## src/rtl/rf_multiport.sv

```systemverilog
// Multi-port register file with one synchronous write port, optional same-cycle
// write-to-read forwarding, and a per-register busy scoreboard with a live busy count.
module rf_multiport #(
    parameter int DATA_WIDTH = 32,
    parameter int ADDR_WIDTH = 5,
    parameter int READ_PORTS = 2,
    parameter int BYPASS     = 1
) (
    input  logic                             clk,
    input  logic                             rst,
    input  logic [31:0]                      curr_pc,
    input  logic [READ_PORTS*ADDR_WIDTH-1:0] read_addr,
    output logic [READ_PORTS*DATA_WIDTH-1:0] read_result,
    output logic [READ_PORTS-1:0]            read_busy,
    input  logic                             write_enable,
    input  logic [ADDR_WIDTH-1:0]            write_addr,
    input  logic [DATA_WIDTH-1:0]            write_data,
    input  logic                             issue_enable,
    input  logic [ADDR_WIDTH-1:0]            issue_addr,
    output logic [ADDR_WIDTH:0]              busy_count
);

    localparam int DEPTH = 2 ** ADDR_WIDTH;

    logic [DATA_WIDTH-1:0] regs [DEPTH];
    logic [DEPTH-1:0]      busy;
    logic [ADDR_WIDTH:0]   count;
    logic                  wr_hit;
    logic                  is_hit;
    logic                  cnt_inc;
    logic                  cnt_dec;
    logic                  unused_pc;

    // curr_pc only identifies the writer for simulation-side tracing.
    assign unused_pc = ^curr_pc;

    assign wr_hit = write_enable && (write_addr != '0);
    assign is_hit = issue_enable && (issue_addr != '0);

    // Net change of the busy vector this cycle: a new producer on an idle register
    // adds one; a write retiring a busy register removes one unless re-issued now.
    assign cnt_inc = is_hit && !busy[issue_addr];
    assign cnt_dec = wr_hit && busy[write_addr] && !(is_hit && (issue_addr == write_addr));

    always_ff @(posedge clk) begin
        if (rst) begin
            for (int i = 0; i < DEPTH; i++) begin
                regs[i] <= '0;
            end
            busy  <= '0;
            count <= '0;
        end else begin
            if (wr_hit) begin
                regs[write_addr] <= write_data;
                busy[write_addr] <= 1'b0;
            end
            // Placed after the write so a same-address issue leaves the register busy.
            if (is_hit) begin
                busy[issue_addr] <= 1'b1;
            end
            if (cnt_inc && !cnt_dec) begin
                count <= count + 1'b1;
            end else if (cnt_dec && !cnt_inc) begin
                count <= count - 1'b1;
            end
        end
    end

    assign busy_count = count;

    for (genvar p = 0; p < READ_PORTS; p++) begin : g_read
        logic [ADDR_WIDTH-1:0] addr;
        logic                  fwd;
        logic                  nonzero;

        assign addr    = read_addr[p*ADDR_WIDTH +: ADDR_WIDTH];
        assign nonzero = (addr != '0);
        assign fwd     = (BYPASS != 0) && wr_hit && (write_addr == addr);

        assign read_result[p*DATA_WIDTH +: DATA_WIDTH] =
            !nonzero ? '0 : (fwd ? write_data : regs[addr]);
        assign read_busy[p] = nonzero && busy[addr] && !fwd;
    end

endmodule

```

## config.mk

```make
export PLATFORM = sky130hd
export DESIGN_NAME = rf_multiport
export DESIGN_NICKNAME = d
export VERILOG_FILES = /design/src/rtl/rf_multiport.sv
export SDC_FILE = /design/constraint.sdc
export NUM_CORES = 2
export LEC_CHECK = 0
export ABC_AREA = 1
export CORE_MARGIN = 3
export CORE_UTILIZATION = 30
export DETAILED_ROUTE_END_ITERATION = 12
export SLEW_MARGIN = 25
export SYNTH_ARGS = -nofsm -noshare
export SYNTH_HDL_FRONTEND = slang
export SYNTH_SLANG_ARGS = --single-unit
```

## constraint.sdc

```tcl
create_clock -name clk -period 9.4 [get_ports clk]
set_input_delay 1.88 -clock clk [delete_from_list [all_inputs] [get_ports clk]]
set_output_delay 1.88 -clock clk [all_outputs]
set_load 0.03 [all_outputs]
```

; Yosys cells after proc, flatten, opt, wreduce, memory -nomap -nowiden
; Memories as Yosys holds them, arrays and structs flattened.
; Cells that the tools add are included.
[totals]
register_bits = 38
ram_bits = 1024
inputBits = 88
output_inout_bits = 72
word_cells = 74
memories = 1
[classes]
addsub = 2
order_cmp = 6
eq_ne = 3
n_mux = 29
bitwise = 3
reduce_logical = 28
[memory_table]
columns = memory, depth, word_bits, read_ports, rd_ports_with_merged_regs, wr, line
row1 = regs, 32, 32, 2, 0, 32, 25  ; logic [DATA_WIDTH-1:0] regs [DEPTH];
[op_table]
columns = cell, count
row1 = $mux 32, 8
row2 = $and 32x32->32, 1
row3 = $not 32->32, 1
row4 = $or 32x32->32, 1
row5 = $reduce_or 32->1, 1
row6 = $lt 5x6->1 const B, 4
row7 = $bmux 1 s5, 4
row8 = $reduce_bool 5->1, 4
row9 = $logic_and 1x1->1, 16
row10 = $eq 5x5->1, 3
row11 = $mux 1, 12
row12 = $mux 6, 2
row13 = $demux 1 s5, 2
row14 = $ge 5x1->1 const B, 2
row15 = $add 6x1->6 const B, 1
row16 = $logic_not 1->1, 6
row17 = $sub 6x1->6 const B, 1
row18 = $mux 5, 1
row19 = $reduce_bool 2->1, 1

; Logic depth before layout (Yosys ltp)
[logic_depth]
word_depth = 10
depth_mapped = 20
depth_no_buf = 20

; Worst setup path before layout
; No wires, ideal clock.
[synth_timing]
kind = in2reg
startpoint = in write_addr[1]
endpoint = mem regs[12][0], enable pin
setup_time_ns = 0.468
t_arrival_ns = 4.903
required_ns = 8.932
slack_ns = 4.029
path_stages = 5
n_path_buf = 2
cell_sequence = buf_2 nor2_4 buf_1 nand2_1 o21ai_0
[synth_lines]
columns = item, line
row1 = start: declaration, 16  ; input logic [ADDR_WIDTH-1:0] write_addr,
row2 = end: declaration, 25

; Final worst setup path
[layout_timing]
startpoint = in write_addr[1]
endpoint = out read_result[51]
[layout_via]
elab_chain_cells = 5
word_cells_on_any_way = 6
classes_between = 1 x eq/ne / 2 x mux / 3 x reduce/logical
[layout_rtl]
columns = item, line
row1 = $reduce_bool 5->1, 37  ; assign wr_hit = write_enable && (write_addr != '0);
row2 = $logic_and 1x1->1, 37
row3 = $logic_and 1x1->1 (*), 78  ; assign fwd = (BYPASS != 0) && wr_hit && (write_addr == addr);
row4 = $mux 32 (*) (2 in a row), 81  ; !nonzero ? '0 : (fwd ? write_data : regs[addr]);
row5 = end: declaration, 13  ; output logic [READ_PORTS*DATA_WIDTH-1:0] read_result,
; Every way passes the cells marked *; elsewhere a longest branch is shown, timed or not.

==> metrics.yaml <==
dp_hpwl_um: 128000
syn_area_um2: 59300
drive_gt1_share_pct: 5.75
root_buffer: "clkbuf_16"
ff2ff_setup_slack_ns: 6.31
ys_seq_area_share_pct: 53.1
ys_seq_elements: 1062
p_int_uw: 8380
post_drt_wl_per_cell_um: 25.9
dieArea_um2: 203000
pin_count: 160
path_class: "in2out"
yosysTopAreaCell: "edfxtp_1"
r2r_cells: 13
ys_top_cells_by_count: "nand3_1, nand2_1, edfxtp_1"
port_buffers: 127
grt_pass1_wl_um: 347000
crit_path_max_incr_delay_ns: 0.88
power_density_nw_per_um2: 177
fp-row-count: 162
crit_path_start: "write_addr[1]"
p_sw_uw: 3310
clock_latency_ns: 0.73
synth.most_common_cell: "nand3_1"
end_kind: "output port"
dpl.cell_count: 9205
critical-path-slowest-cell: "nor2_4"
synth_area_leaders: "edfxtp_1, nand3_1, o211ai_1, nand2_1, nor2_1"
post_cts_resized: 0
overflow: 0
p_leak_uw: 0.0247
cp_common_cell: "inv_2"
finalSetupViolations: 0
start_util_pct: 30.3
core_area_um2: 196000
hold_path_class: "reg2reg"
slew_violations: 0
setup.worst_path.end: "read_result[51]"
cts_setup_buffers: 0
cp.arrival_ns: 6.59
ctsHoldBuffers: 0
clkSinkCount: 1062
final.setup_skew_ns: 0.0190
synth.top_cell.area_share_pct: 51.9
clock.fmax_ghz: 0.118
synthFlopType: "edfxtp_1"
sw_frac_of_total_pct: 28.3
grt_pass1_vias: 50800
seq_power_share_pct: 47.4
cts_max_level: 3
first_iter_violations: 8257
gp_congestion: 0.939
ys_warn_count: 0
syn_avg_cell_area_um2: 8.47
rsz0062_at_grt: "false"
die_y_um: 451
worstPathMaxFanout: 32
wirelength_um: 244000
tightest_slew_ns: 1.16
critPathLaunchType: "input port"
synth_edf_count: 1024
combPwrFrac_pct: 15.1
fin_crit_ns: 8.47
reg2reg_from: "busy[22]"
worstPathRequired_ns: 7.52
antenna_found_initial: 11
pwr-share-clk_pct: 37.5
crit_chain: "clkdlybuf4s50_1 > nor2_4 > inv_2 > o21ai_2 > inv_2 > nand2_1 > inv_2 > nor2_4 > buf_4 > nand3_1 > nand2_1 > clkdlybuf4s50_1"
ctsLongestPathBuffers: 3
ys_types: 34
clk_pin_slew_worst_paths_ns: 0.07
syn_inst: 7000
nets: 6785
finalHoldViolations: 0
fin_setup_tns_ns: 0
cts_buffers: 105
area_growth_pct: 11.1
stdcell_count: 9416
grt_max_degree: 233
ant_nets: 0
cts_tree: "yes"
dr.pass1.iters: 6
status: "completed"
chipWidth_um: 451
fin_crit_sh_pct: 90.1
relSlewSlack_pct: 22.7
async_flop_share_pct: 0
hold_depth: 2
drc: 0
via_count: 54000
maxCapViolations: 0
r2r-end: "busy_count[3]"
track_usage_pct: 23.1
viasPerCell: 5.74
peakVddDrop_uv: 141
state kept, by name, indices dropped and copies added, names as in the netlist:
name        flops
busy_count      6
busy           32
regs         1024
through the flow:
stage / setup WS (ns) / total power (µW) / instance area, µm² / util (%) / hold slack, ns
5_1_grt: 0.828 / 12000 / 65900 / 33.7 / 0.537
3_3_place_gp: 1.20 / 7320 / 62300 / 31.9 / 0.488
2_1_floorplan: 4.03 / 6680 / 59400 / - / 0.451
6_report: 0.927 / 11700 / 65900 / 33.7 / 0.508
4_1_cts: 1.07 / 11600 / 65800 / 33.6 / 0.501
3_5_place_dp: 1.10 / 7360 / 62300 / 31.9 / 0.493
per-layer routing:
metal / GRT usage, % / wire (µm)
met1: 27.5 / 85300
met2: 36.5 / 110000
met3: 4.98 / 27700
met4: 17.5 / 20400
met5: 0.379 / 17
cells in the final DEF (no fill, tap or decap), drive strengths merged, types with 56 or more instances in the layout:
| cell type | instances |
|---|---|
| edfxtp | 1024 |
| nand2 | 1082 |
| nor2 | 1026 |
| inv | 617 |
| nand3 | 1106 |
| a21oi | 299 |
| buf | 108 |
| clkinv | 56 |
| clkbuf | 136 |
| o211ai | 671 |
| o21ai | 347 |
| clkdlybuf4s50 | 111 |
layout make-up:
class | instances | area [µm²]
diodes | 11 | 27.5
clock buffers | 136 | 2900
clock inverters | 62 | 574
fillers | 19800 | 130000
inverters | 627 | 2380
multi-input cells | 4675 | 23100
flip-flops and latches | 1062 | 31500
well taps | 2624 | 3280
repair buffers | 219 | 2170
worst max-delay path: cells and delay by family:
kind | cells | cell delay [ns]
AO/OA/AOI/OAI | 1 | 0.34
buffers and inverters | 6 | 2.38
AND/OR/NAND/NOR | 5 | 1.96
power groups by stage:
stage               clock, µW  combinational (µW)  sequential (µW)
floorplan                   0                1060             5620
global placement            0                1690             5630
detailed placement          0                1720             5640
CTS                      4390                1720             5540
global route             4570                1870             5560
finish                   4380                1770             5540
worst min path at each step:
stage / startpoint / endpoint
after floorplan: busy[0] / busy[0]
after global placement: busy_count[5] / busy_count[5]
after global routing: busy_count[5] / busy_count[5]
after detailed placement: busy_count[5] / busy_count[5]
after CTS: busy_count[5] / busy_count[5]
final: busy_count[5] / busy_count[5]
kinds of logic (layout without fill, tap and decap cells):
kind of cell	count (synthesis)	in the layout	synth area share, %
other	1	43	0.00632
buffers and inverters	1294	1044	8.84
and+or+nand+nor	3266	3266	23.3
xor gates and xnor gates	15	15	0.222
adders and majority gates	7	7	0.160
DFF	1062	1062	53.1
AOI/OAI and AO/OA	1355	1355	14.4
(Power assumes the default switching activity.)
